[config.mk]
export PLATFORM = sky130hd
export DESIGN_NAME = mxu_result_drain
export DESIGN_NICKNAME = d
export VERILOG_FILES = /design/src/rtl/mxu_result_drain.sv
export SDC_FILE = /design/constraint.sdc
export NUM_CORES = 1
export LEC_CHECK = 0
export ABC_CLOCK_PERIOD_IN_PS = 1700
export CAP_MARGIN = 20
export CELL_PAD_IN_SITES_DETAIL_PLACEMENT = 1
export CELL_PAD_IN_SITES_GLOBAL_PLACEMENT = 1
export CORE_MARGIN = 1
export CORE_UTILIZATION = 34
export CTS_CLUSTER_SIZE = 12
export DETAILED_ROUTE_END_ITERATION = 7
export PLACE_DENSITY = 0.86
export SLEW_MARGIN = 10
export SYNTH_ARGS = -nofsm -noshare
export SYNTH_HDL_FRONTEND = slang
export SYNTH_SLANG_ARGS = --single-unit
[constraint.sdc]
create_clock -name clk -period 1.7 [get_ports clk]
set_input_delay 0.255 -clock clk [delete_from_list [all_inputs] [get_ports clk]]
set_output_delay 0.255 -clock clk [all_outputs]
set_load 0.005 [all_outputs]
[src/rtl/mxu_result_drain.sv]
// mxu_result_drain
//   Captures the DIM x DIM signed result matrix of temporal_mxu on the rising edge of
//   mxu_out_valid into a private buffer, then streams it row-major, one element per
//   beat, over a valid/ready interface. The array is free again as soon as the
//   capture cycle completes.
//
//   Optional feature macro: DRAIN_SATURATE_EN
//     defined   -> each streamed element is clamped to SAT_W signed bits
//                  (sign-extended to OUT_W); m_sat flags clamped beats.
//     undefined -> raw elements are streamed; m_sat is constant 0.
//
// Ports
//   clk, reset_n        clock, asynchronous active-low reset
//   mxu_out_valid       array result-valid level (capture on its rising edge)
//   mxu_out             packed matrix, element (r,c) at ((r*DIM+c)*OUT_W) +: OUT_W
//   m_valid/m_ready     stream handshake
//   m_data              stream element
//   m_row, m_col        indices of m_data
//   m_last              final element (DIM-1,DIM-1)
//   m_sat               element was clamped
//   busy                draining
//   overflow            sticky: a capture arrived mid-drain and was dropped
//   clear_overflow      synchronous clear of overflow (a coincident drop wins)
module mxu_result_drain #(
   parameter int unsigned DIM       = 2,
   parameter int unsigned BIT_WIDTH = 4,
   parameter int unsigned OUT_W     = 2 * BIT_WIDTH,
   parameter int unsigned SAT_W     = BIT_WIDTH + 2
) (
   input  logic                     clk,
   input  logic                     reset_n,
   input  logic                     mxu_out_valid,
   input  logic [DIM*DIM*OUT_W-1:0] mxu_out,
   output logic                     m_valid,
   input  logic                     m_ready,
   output logic [OUT_W-1:0]         m_data,
   output logic [$clog2(DIM):0]     m_row,
   output logic [$clog2(DIM):0]     m_col,
   output logic                     m_last,
   output logic                     m_sat,
   output logic                     busy,
   output logic                     overflow,
   input  logic                     clear_overflow
);

   localparam int unsigned NumElem = DIM * DIM;
   localparam int unsigned IdxW    = $clog2(NumElem + 1);
   localparam int unsigned RcW     = $clog2(DIM) + 1;

   // The clamp must fit inside the element width.
   if (SAT_W < 2 || SAT_W > OUT_W) begin : g_sat_w_check
      $error("SAT_W must lie in [2, OUT_W]");
   end

   typedef enum logic [0:0] {StIdle, StDrain} state_e;

   state_e                   state_q, state_d;
   logic [IdxW-1:0]          idx_q, idx_d;
   logic [NumElem*OUT_W-1:0] buf_q, buf_d;
   logic                     prev_valid_q;
   logic                     overflow_q, overflow_d;

   logic                     cap_evt;
   logic                     is_last;
   logic                     xfer;
   logic [OUT_W-1:0]         elem;
   logic [OUT_W-1:0]         out_elem;
   logic                     out_sat;

   assign cap_evt = mxu_out_valid & ~prev_valid_q;
   assign is_last = (idx_q == IdxW'(NumElem - 1));
   assign xfer    = m_valid & m_ready;
   assign elem    = buf_q[idx_q*OUT_W +: OUT_W];

   always_ff @(posedge clk or negedge reset_n) begin
      if (!reset_n) begin
         state_q      <= StIdle;
         idx_q        <= '0;
         buf_q        <= '0;
         prev_valid_q <= 1'b0;
         overflow_q   <= 1'b0;
      end else begin
         state_q      <= state_d;
         idx_q        <= idx_d;
         buf_q        <= buf_d;
         prev_valid_q <= mxu_out_valid;
         overflow_q   <= overflow_d;
      end
   end

   always_comb begin
      state_d    = state_q;
      idx_d      = idx_q;
      buf_d      = buf_q;
      overflow_d = overflow_q;
      m_valid    = 1'b0;
      busy       = 1'b0;
      m_last     = 1'b0;
      if (clear_overflow) begin
         overflow_d = 1'b0;
      end
      unique case (state_q)
         StIdle: begin
            if (cap_evt) begin
               buf_d   = mxu_out;
               idx_d   = '0;
               state_d = StDrain;
            end
         end
         StDrain: begin
            m_valid = 1'b1;
            busy    = 1'b1;
            m_last  = is_last;
            if (xfer && is_last) begin
               idx_d = '0;
               // A capture on the final beat chains straight into the next drain.
               if (cap_evt) begin
                  buf_d = mxu_out;
               end else begin
                  state_d = StIdle;
               end
            end else begin
               if (xfer) begin
                  idx_d = idx_q + IdxW'(1);
               end
               // Drop wins over a coincident clear.
               if (cap_evt) begin
                  overflow_d = 1'b1;
               end
            end
         end
         default: state_d = StIdle;
      endcase
   end

`ifdef DRAIN_SATURATE_EN
   localparam int SatMax = (2 ** (SAT_W - 1)) - 1;
   localparam int SatMin = -(2 ** (SAT_W - 1));

   always_comb begin
      out_elem = elem;
      out_sat  = 1'b0;
      if ($signed(elem) > SatMax) begin
         out_elem = OUT_W'(SatMax);
         out_sat  = 1'b1;
      end else if ($signed(elem) < SatMin) begin
         out_elem = OUT_W'(SatMin);
         out_sat  = 1'b1;
      end
   end
`else
   assign out_elem = elem;
   assign out_sat  = 1'b0;
`endif

   // Data-path outputs read as zero whenever nothing is being offered.
   assign m_data   = m_valid ? out_elem : '0;
   assign m_sat    = m_valid & out_sat;
   assign m_row    = m_valid ? RcW'(idx_q / DIM) : '0;
   assign m_col    = m_valid ? RcW'(idx_q % DIM) : '0;
   assign overflow = overflow_q;

endmodule
==> impl_metrics.py, run 1 <==
metrics = {
    "run_status": {
        "status": "finished, violations left",
        "violations": "setup timing",
    },
    "timing": {
        "tns_ns": -4.57,
        "finalSetupViolCount": 41,
        "setup_slack_ns": -0.207,
        "rsz0062_at_grt": "true",
        "worstMarginPinSlew_ns": 0.833,
        "fin_crit_ns": 1.91,
        "slew_headroom": 0.445,
        "hold_viol_final": 0,
        "report.final.slew_viol_count": 0,
        "finalCritPeriodShare": 1.12,
        "finalClockSkew_ns": 0.0103,
        "fmax_mhz": 524,
    },
    "finish": {
        "n_fill_cell": 503,
        "n_antenna_cell": 0,
        "nets": 238,
        "drive_above_1_share": 0.502,
        "instances_no_fill": 271,
        "area_growth_pct": 62.6,
    },
    "routing": {
        "drt_iter0_drc": 23,
        "vias": 1329,
        "via_per_inst": 4.90,
        "routed_wl_mm": 5.76,
        "drcViolationCount": 0,
        "firstDrtPassIters": 4,
        "ant_nets": 0,
        "wire_per_inst_um": 21.3,
    },
    "global_route": {
        "track_usage": 0.230,
        "grt_pass1_wl_mm": 8.88,
        "grt_max_degree": 39,
        "grt_pass1_vias": 1624,
        "gr-total-overflow": 0,
        "antenna_found_initial": 0,
    },
    "synth": {
        "avgSynthCellArea_sq_um": 14.7,
        "synth_top_area_frac": 0.529,
        "syn_area_sq_um": 1800,
        "synthXorXnorAreaFrac": 0,
        "synthAdderAreaFrac": 0.00695,
        "async_flop_share": 1.00,
        "synth_compound_area_frac": 0.0236,
        "synth_seq_cells": 38,
        "synth_edf_count": 0,
        "synth.largest_area_cell": "dfrtp_1",
        "synthDistinctLibCells": 24,
        "yosysWarnings": 0,
        "syn_inst": 122,
        "yosys.area_share.simple": 0.0828,
        "synthFlopType": "dfrtp_1",
        "synthTopCellsByArea": "dfrtp_1 (53%), mux2_2 (19%), mux4_2 (10%)",
        "yosysSeqAreaShare": 0.529,
        "synth_mux_area_frac": 0.312,
        "synth_top_family_by_area": "multiplexers",
    },
    "clocking": {
        "hold_buffers": 0,
        "clk_latency_ns": 0.30,
        "cts_buffers": 5,
        "cts.sink_count": 38,
        "cts_tree": "built",
        "clockRootBuffer": "clkbuf_8",
        "cts_buffer_depth": 2,
        "htreeDepth": 2,
        "clk_pin_slew_worst_paths_ns": 0.08,
    },
    "power_and_ir_drop": {
        "power.share.combinational": 0.515,
        "seqPwrFrac": 0.304,
        "switching_power_mw": 1.59,
        "ir_drop_mv": 0.757,
        "internal-power_mw": 3.77,
        "p_sw_frac": 0.297,
        "power.density_nw_per_um2": 1830,
        "p_leak_nw": 1.34,
        "p_clk_frac": 0.181,
    },
    "floorplanning": {
        "coreArea_sq_um": 5110,
        "pin_count": 54,
        "start_util": 0.352,
        "die_h_um": 74.7,
        "row_count": 26,
        "dieArea_sq_um": 5590,
        "fp.dieW_um": 74.7,
    },
    "worst_hold_path": {
        "hp-class": "in -> async",
    },
    "setup_path": {
        "cp_slowest_stage_delay_ns": 0.47,
        "cp_common_cell": "buf_6",
        "startpoint_type": "flop",
        "worstSetupEndpointType": "primary output",
        "critPathRequiredTime_ns": 1.44,
        "slowest_stage": "mux4_2",
        "worstPathArrival_ns": 1.65,
        "critPathMaxFanout": 3,
        "cp_cell_sequence": "buf_6 > buf_6 > mux4_2 > nor2b_4 > buf_2",
        "critPathKind": "reg -> out",
    },
    "placed_design": {
        "gp_congestion": 0.765,
        "dp_slack_ns": -0.230,
        "dp_hpwl_mm": 3.17,
        "placedCellCount": 248,
        "portBuffers": 51,
    },
    "job": {
        "cap_violations": 0,
    },
}
==> cells in the final DEF (no fill, tap or decap), drive strengths merged, types with 3 or more instances in the layout <==
cell type / Yosys / routed
buf: 7 / 38
nor2b: 9 / 9
mux4: 8 / 8
mux2: 33 / 33
clkdlybuf4s50: 0 / 38
nand2b: 3 / 3
clkbuf: 2 / 7
and2: 3 / 3
nand2: 5 / 5
dfrtp: 38 / 38
==> power by group through the flow <==
stage	clock, mW	combinational, mW	sequential (mW)
final	0.969	2.76	1.63
after CTS	0.961	2.72	1.60
after detailed placement	0	2.14	1.59
after floorplan	0	1.19	1.50
after global routing	1.02	2.95	1.68
after global placement	0	2.04	1.55
==> state kept, by name (all words and copies together) (netlist names) <==
name	flops
state_q	1
prev_valid_q	1
overflow	1
idx_q	3
buf_q	32
==> critical path, delay by kind of cell, from the launching register on <==
kind                   cells  cell delay, ns
flip-flops                 1            0.42
AND/OR/NAND/NOR            1            0.13
buffers and inverters      3            0.33
multiplexers               1            0.47
==> cells by family after synthesis <==
| group | count (synthesis) |
|---|---|
| DFF | 38 |
| adders and majority gates | 1 |
| and+or+nand+nor | 24 |
| other | 1 |
| AOI/OAI and AO/OA | 5 |
| buffers and inverters | 11 |
| muxes | 42 |
==> metal layers <==
layer | track usage | part of all wire
met4 | 0.130 | 0.030
met5 | 0.0185 | 0
met1 | 0.242 | 0.36
met2 | 0.430 | 0.58
met3 | 0.0375 | 0.032
==> area by class of cell <==
class                      instances  area (sq um)  share of cell area
clock buffer                       6          82.6              0.0282
clock inverter                     2          60.1              0.0205
inverter                           2          7.51             0.00257
multi-input combinational         74           940               0.321
sequential                        38           953               0.326
tap                               70          87.6              0.0299
timing repair buffer              79           795               0.272
==> metrics by stage <==
step / hold WS, ns / cell area, sq um / power [mW] / util
finish: 0.0512 / 2930 / 5.36 / 0.573
global placement: 0.384 / 2460 / 3.59 / 0.482
floorplan: -0.0406 / 1800 / 2.70 / -
global route: 0.127 / 2930 / 5.64 / 0.573
detailed placement: 0.412 / 2460 / 3.73 / 0.482
CTS: 0.0954 / 2940 / 5.28 / 0.575
==> path summary, 6_finish.rpt <==
path	start	to	slack [ns]	depth (start not counted)
hold / removal	reset_n	buf_q[0]	0.05	1
min in group clk	mxu_out_valid	prev_valid_q	0.51	1
setup reg to reg	idx_q[0]	buf_q[27]	-0.14	8
setup / recovery	idx_q[0]	m_data[3]	-0.21	5
max in group asynchronous	reset_n	idx_q[0]	1.07	1
hold reg to reg	buf_q[3]	buf_q[3]	0.51	1
==> synthesized netlist by cell type (all sizes together), types with 2 or more instances <==
cell / instances
buf: 7
mux2: 33
inv: 2
and2: 3
nor2b: 9
mux4: 8
dfrtp: 38
clkbuf: 2
a21oi: 2
nand2: 5
nand2b: 3
==> timing repair <==
action,4_1_cts,5_1_grt
setup buffers,12,3
pin swaps,2,2
endpoints found under the hold margin,0,0
gates cloned,3,0
resized for setup,87,13
setup endpoints to repair,44,44
Power figures use the tool's default switching activity.
==> run 2, diff against run 1 <==
--- a/config.mk
+++ b/config.mk
@@ -14,6 +14,7 @@
 export CTS_CLUSTER_SIZE = 12
 export DETAILED_ROUTE_END_ITERATION = 7
 export PLACE_DENSITY = 0.86
+export REMOVE_ABC_BUFFERS = 1
 export SLEW_MARGIN = 10
 export SYNTH_ARGS = -nofsm -noshare
 export SYNTH_HDL_FRONTEND = slang
==> impl_metrics.py, run 2 (same netlist as run 1, synthesis figures left out) <==
metrics = {
    "run_status": {
        "status": "finished, violations left",
        "violations": "setup timing",
    },
    "global_route": {
        "grt_pass1_wl_mm": 7.58,
        "track_usage": 0.192,
        "gr-total-overflow": 0,
        "antenna_found_initial": 0,
        "grt_pass1_vias": 1444,
        "grt_max_degree": 39,
    },
    "finish": {
        "instances_no_fill": 273,
        "final_common_cell": "clkdlybuf4s50_1",
        "largest_reg_flops": 32,
        "largest_registers": "buf_q x32, idx_q x3",
        "fin_area_sq_um": 2900,
        "layout_common_cells": "clkdlybuf4s50_1 (39), dfrtp_1 (37), mux2_4 (23)",
        "n_antenna_cell": 0,
        "post-route-util": 0.567,
        "nets": 240,
        "drive_above_1_share": 0.493,
        "largest-register": "buf_q",
        "area_growth_pct": 61.0,
    },
    "clocking": {
        "htreeDepth": 2,
        "cts.sink_count": 38,
        "hold_buffers": 0,
        "clk_pin_slew_worst_paths_ns": 0.08,
        "cts_buffers": 5,
        "clk_latency_ns": 0.30,
        "cts_tree": "built",
        "clockRootBuffer": "clkbuf_8",
        "cts_buffer_depth": 2,
    },
    "timing": {
        "finalCritPeriodShare": 1.18,
        "fmax_mhz": 499,
        "worstMarginPinSlew_ns": 0.838,
        "rsz0062_at_grt": "true",
        "hold_ws_ns": 0.0591,
        "report.final.slew_viol_count": 0,
        "finalClockSkew_ns": 0.00641,
        "fin_crit_ns": 2.00,
        "setup_slack_ns": -0.305,
        "hold_viol_final": 0,
        "slew_headroom": 0.441,
        "finalSetupViolCount": 42,
    },
    "setup_path": {
        "rrSetupSlack_ns": -0.17,
        "cp_slowest_stage_delay_ns": 0.50,
        "startpoint_type": "flop",
        "worstSetupEndpointType": "primary output",
        "slowest_stage": "mux4_2",
        "cp_cell_sequence": "buf_12 > buf_8 > mux4_2 > nor2b_4 > buf_6",
        "worstSetupStartpoint": "idx_q[0]",
        "worstPathArrival_ns": 1.75,
        "critPathKind": "reg -> out",
        "regToRegStartpoint": "idx_q[0]",
        "critPathRequiredTime_ns": 1.44,
        "critPathMaxFanout": 5,
    },
    "floorplanning": {
        "dieArea_sq_um": 5590,
        "row_count": 26,
        "coreArea_sq_um": 5110,
        "start_util": 0.352,
        "fp.dieW_um": 74.7,
        "die_h_um": 74.7,
        "pin_count": 54,
    },
    "placed_design": {
        "place_area_sq_um": 2470,
        "dp_hpwl_mm": 3.36,
        "placedCellCount": 249,
        "portBuffers": 51,
        "gp_congestion": 0.716,
    },
    "routing": {
        "via_per_inst": 4.88,
        "ant_nets": 0,
        "drt_iter0_drc": 42,
        "firstDrtPassIters": 4,
        "wire_per_inst_um": 21.3,
        "drcViolationCount": 0,
        "routed_wl_mm": 5.81,
        "vias": 1331,
    },
    "worst_hold_path": {
        "hp-class": "in -> async",
    },
    "power_and_ir_drop": {
        "ir_drop_mv": 0.935,
        "report.power.total_mw": 5.33,
        "p_leak_nw": 1.31,
        "power.density_nw_per_um2": 1840,
    },
    "job": {
        "cap_violations": 0,
    },
}
## run 2: cell types whose count changed in the layout (fill, tap and decap cells not counted), moves of 4 or more
cell     change
mux2_4       -9
nor2b_4      +4
nor2b_1      -4
mux2_2       +8
## run 2: layout make-up
type                    count  area, sq um
clock buffers               7         76.3
repair buffers             81          821
fillers                   493         2210
clock inverters             1         30.0
multi-input cells          74          922
flip-flops and latches     38          952
well taps                  70         87.6
inverters                   2         7.51
## run 2: final timing paths
check / to / cells past startpoint
setup reg to reg: buf_q[25] / 8
min in group clk: prev_valid_q / 1
hold reg to reg: buf_q[8] / 1
hold / removal: buf_q[1] / 1
setup / recovery: m_data[6] / 5
max in group asynchronous: idx_q[1] / 1
## run 2: power breakdown
| part | total [mW] | leakage (nW) | switching [mW] | internal (mW) |
|---|---|---|---|---|
| Combinational | 2.91 | 0.803 | 1.01 | 1.90 |
| Clock | 0.763 | 0.0524 | 0.323 | 0.439 |
| Sequential | 1.66 | 0.456 | 0.321 | 1.34 |
## run 2: worst max-delay path, delay by kind of cell, from the launching register on
kind                   cells  cell delay (ns)
buffers and inverters      3             0.37
and+or+nand+nor            1             0.14
DFF                        1             0.43
muxes                      1             0.50
## run 2: metrics by stage
| stage | setup slack, ns | TNS, ns |
|---|---|---|
| after CTS | -0.264 | -1.79 |
| final | -0.305 | -6.42 |
| after detailed placement | -0.181 | -5.03 |
| after global routing | -0.344 | -7.69 |
| after global placement | -0.148 | -2.57 |
| after floorplan | -0.505 | -16.08 |
## run 2: what timing repair did
item	in CTS	in global routing
pin swaps	1	2
endpoints found under the setup margin	44	42
cloned	1	1
resized for setup	56	41
buffers inserted	7	8
## run 2: layer usage
metal / GRT usage / vias to the layer above / wire length [um] / part of all wire
met4: 0.0566 / 0 / 116 / 0.020
met1: 0.226 / 687 / 2320 / 0.40
met3: 0.0535 / 12 / 295 / 0.051
li1: - / 581 / - / -
met2: 0.343 / 51 / 3080 / 0.53
met5: 0 / - / 0 / 0
==> run 3, diff against run 2 <==
--- a/config.mk
+++ b/config.mk
@@ -5,15 +5,15 @@
 export SDC_FILE = /design/constraint.sdc
 export NUM_CORES = 1
 export LEC_CHECK = 0
-export ABC_CLOCK_PERIOD_IN_PS = 1700
+export ABC_CLOCK_PERIOD_IN_PS = 2250
 export CAP_MARGIN = 20
 export CELL_PAD_IN_SITES_DETAIL_PLACEMENT = 1
 export CELL_PAD_IN_SITES_GLOBAL_PLACEMENT = 1
 export CORE_MARGIN = 1
-export CORE_UTILIZATION = 34
+export CORE_UTILIZATION = 37
 export CTS_CLUSTER_SIZE = 12
 export DETAILED_ROUTE_END_ITERATION = 7
-export PLACE_DENSITY = 0.86
+export PLACE_DENSITY = 0.89
 export REMOVE_ABC_BUFFERS = 1
 export SLEW_MARGIN = 10
 export SYNTH_ARGS = -nofsm -noshare
==> constraint.sdc (replaced) <==
create_clock -name clk -period 2.25 [get_ports clk]
set_input_delay 0.3375 -clock clk [delete_from_list [all_inputs] [get_ports clk]]
set_output_delay 0.3375 -clock clk [all_outputs]
set_load 0.005 [all_outputs]
==> impl_metrics.py, run 3 (same netlist as run 1, synthesis figures left out) <==
metrics = {
    "routing": {
        "drt_iter0_drc": 18,
        "drcViolationCount": 0,
        "routed_wl_mm": 4.00,
        "via_per_inst": 4.97,
        "vias": 1184,
        "firstDrtPassIters": 4,
        "ant_nets": 0,
        "wire_per_inst_um": 16.8,
    },
    "clocking": {
        "cts_buffers": 5,
        "hold_buffers": 0,
        "cts_tree": "built",
        "clk_latency_ns": 0.29,
        "clk_pin_slew_worst_paths_ns": 0.07,
        "cts.sink_count": 38,
        "cts_buffer_depth": 2,
        "clockRootBuffer": "clkbuf_8",
        "htreeDepth": 2,
    },
    "setup_path": {
        "critPathMaxFanout": 11,
        "critPathKind": "reg -> out",
        "worstPathArrival_ns": 1.85,
        "startpoint_type": "flop",
        "rrSetupSlack_ns": 0.42,
        "cp_slowest_stage_delay_ns": 0.47,
        "slowest_stage": "mux4_2",
        "r2r_end": "buf_q[7]",
        "regToRegStartpoint": "idx_q[0]",
        "critPathTopFamily": "buffers and inverters",
        "reg2reg_depth": 6,
        "path_buf_inv": 3,
        "critPathRequiredTime_ns": 1.91,
        "cp_common_cell": "buf_12",
        "worstSetupEndpointType": "primary output",
        "cp_cell_sequence": "buf_12 > buf_12 > mux4_2 > nor2b_1 > dlygate4sd2_1",
    },
    "finish": {
        "largest_reg_flops": 32,
        "final_common_cell": "clkdlybuf4s50_1",
        "n_antenna_cell": 0,
        "layout_common_cells": "clkdlybuf4s50_1 (42), dfrtp_1 (37), mux2_2 (30)",
        "largest_registers": "buf_q x32, idx_q x3",
        "largest-register": "buf_q",
        "area_growth_pct": 39.1,
        "drive_above_1_share": 0.337,
        "nets": 221,
        "n_fill_cell": 474,
        "instances_no_fill": 238,
    },
    "power_and_ir_drop": {
        "p_leak_nw": 1.09,
        "ir_drop_mv": 0.498,
        "power.density_nw_per_um2": 1280,
    },
    "timing": {
        "finalCritPeriodShare": 0.971,
        "tns_ns": 0,
        "hold_viol_final": 0,
        "fin_crit_ns": 2.18,
        "rsz0062_at_grt": "false",
        "report.final.slew_viol_count": 0,
        "fmax_mhz": 458,
        "finalSetupViolCount": 0,
        "worstMarginPinSlew_ns": 0.853,
        "slew_headroom": 0.431,
        "finalClockSkew_ns": 0.00316,
    },
    "job": {
        "cap_violations": 0,
    },
    "floorplanning": {
        "fp.dieW_um": 71.7,
        "row_count": 25,
        "dieArea_sq_um": 5150,
        "start_util": 0.383,
        "pin_count": 54,
        "coreArea_sq_um": 4690,
        "die_h_um": 71.7,
    },
    "global_route": {
        "grt_max_degree": 39,
        "track_usage": 0.167,
        "antenna_found_initial": 0,
        "grt_pass1_vias": 1274,
        "gr-total-overflow": 0,
        "grt_pass1_wl_mm": 6.22,
    },
    "run_status": {
        "status": "complete, no violations",
    },
    "worst_hold_path": {
        "hp-class": "in -> async",
    },
    "placed_design": {
        "gp_congestion": 0.735,
        "portBuffers": 51,
        "dp_hpwl_mm": 2.91,
        "placedCellCount": 223,
    },
}
[run 3: area by class of cell]
class | count | area [sq um] | area share
inverter | 2 | 7.51 | 0.00300
sequential | 38 | 952 | 0.380
clock buffer | 6 | 82.6 | 0.0330
multi-input combinational | 74 | 776 | 0.310
tap | 54 | 67.6 | 0.0270
timing repair buffer | 62 | 604 | 0.242
clock inverter | 2 | 12.5 | 0.00500
[run 3: worst register-to-register path: stages (launching register included)]
cell and delay [ns]:
dfrtp_1 0.38, buf_12 0.15, ha_2 0.24, nand3b_4 0.11
a21oi_4 0.16, buf_4 0.29, mux2_2 0.39
[run 3: where the power goes]
part / leakage, nW / total [mW] / switching [mW] / internal (mW)
clock network: 0.0472 / 0.479 / 0.233 / 0.246
logic: 0.584 / 1.54 / 0.544 / 0.997
registers: 0.456 / 1.18 / 0.172 / 1.01
[run 3: metrics by stage]
stage | utilization | worst slack (ns) | power [mW] | instance area (sq um) | hold WS (ns)
floorplan | - | 0.0452 | 1.98 | 1730 | 0.0419
global placement | 0.500 | 0.248 | 2.62 | 2350 | 0.458
detailed placement | 0.500 | 0.183 | 2.72 | 2350 | 0.487
CTS | 0.520 | 0.0408 | 3.13 | 2440 | 0.169
global route | 0.533 | 0.0116 | 3.42 | 2500 | 0.197
finish | 0.533 | 0.0662 | 3.20 | 2500 | 0.148
[run 3: metal layers]
layer / vias up / wire length [um] / global-route usage
met4: 0 / 87 / 0.0784
met1: 589 / 1680 / 0.196
li1: 548 / - / -
met2: 38 / 2010 / 0.275
met5: - / 0 / 0
met3: 9 / 217 / 0.0577
[run 3: worst max path at each step]
stage | startpoint | end | slack, ns | cells past startpoint
final | idx_q[0] | m_data[4] | 0.07 | 5
after global routing | idx_q[0] | m_data[6] | 0.01 | 5
after CTS | idx_q[0] | m_data[0] | 0.04 | 5
after global placement | idx_q[1] | buf_q[25] | 0.25 | 5
after floorplan | idx_q[0] | buf_q[0] | 0.05 | 4
after detailed placement | idx_q[1] | buf_q[7] | 0.18 | 5
[run 3: timing repair]
item,4_1_cts,5_1_grt
resized for setup,9,2
buffers inserted,1,6
setup endpoints to repair,9,2
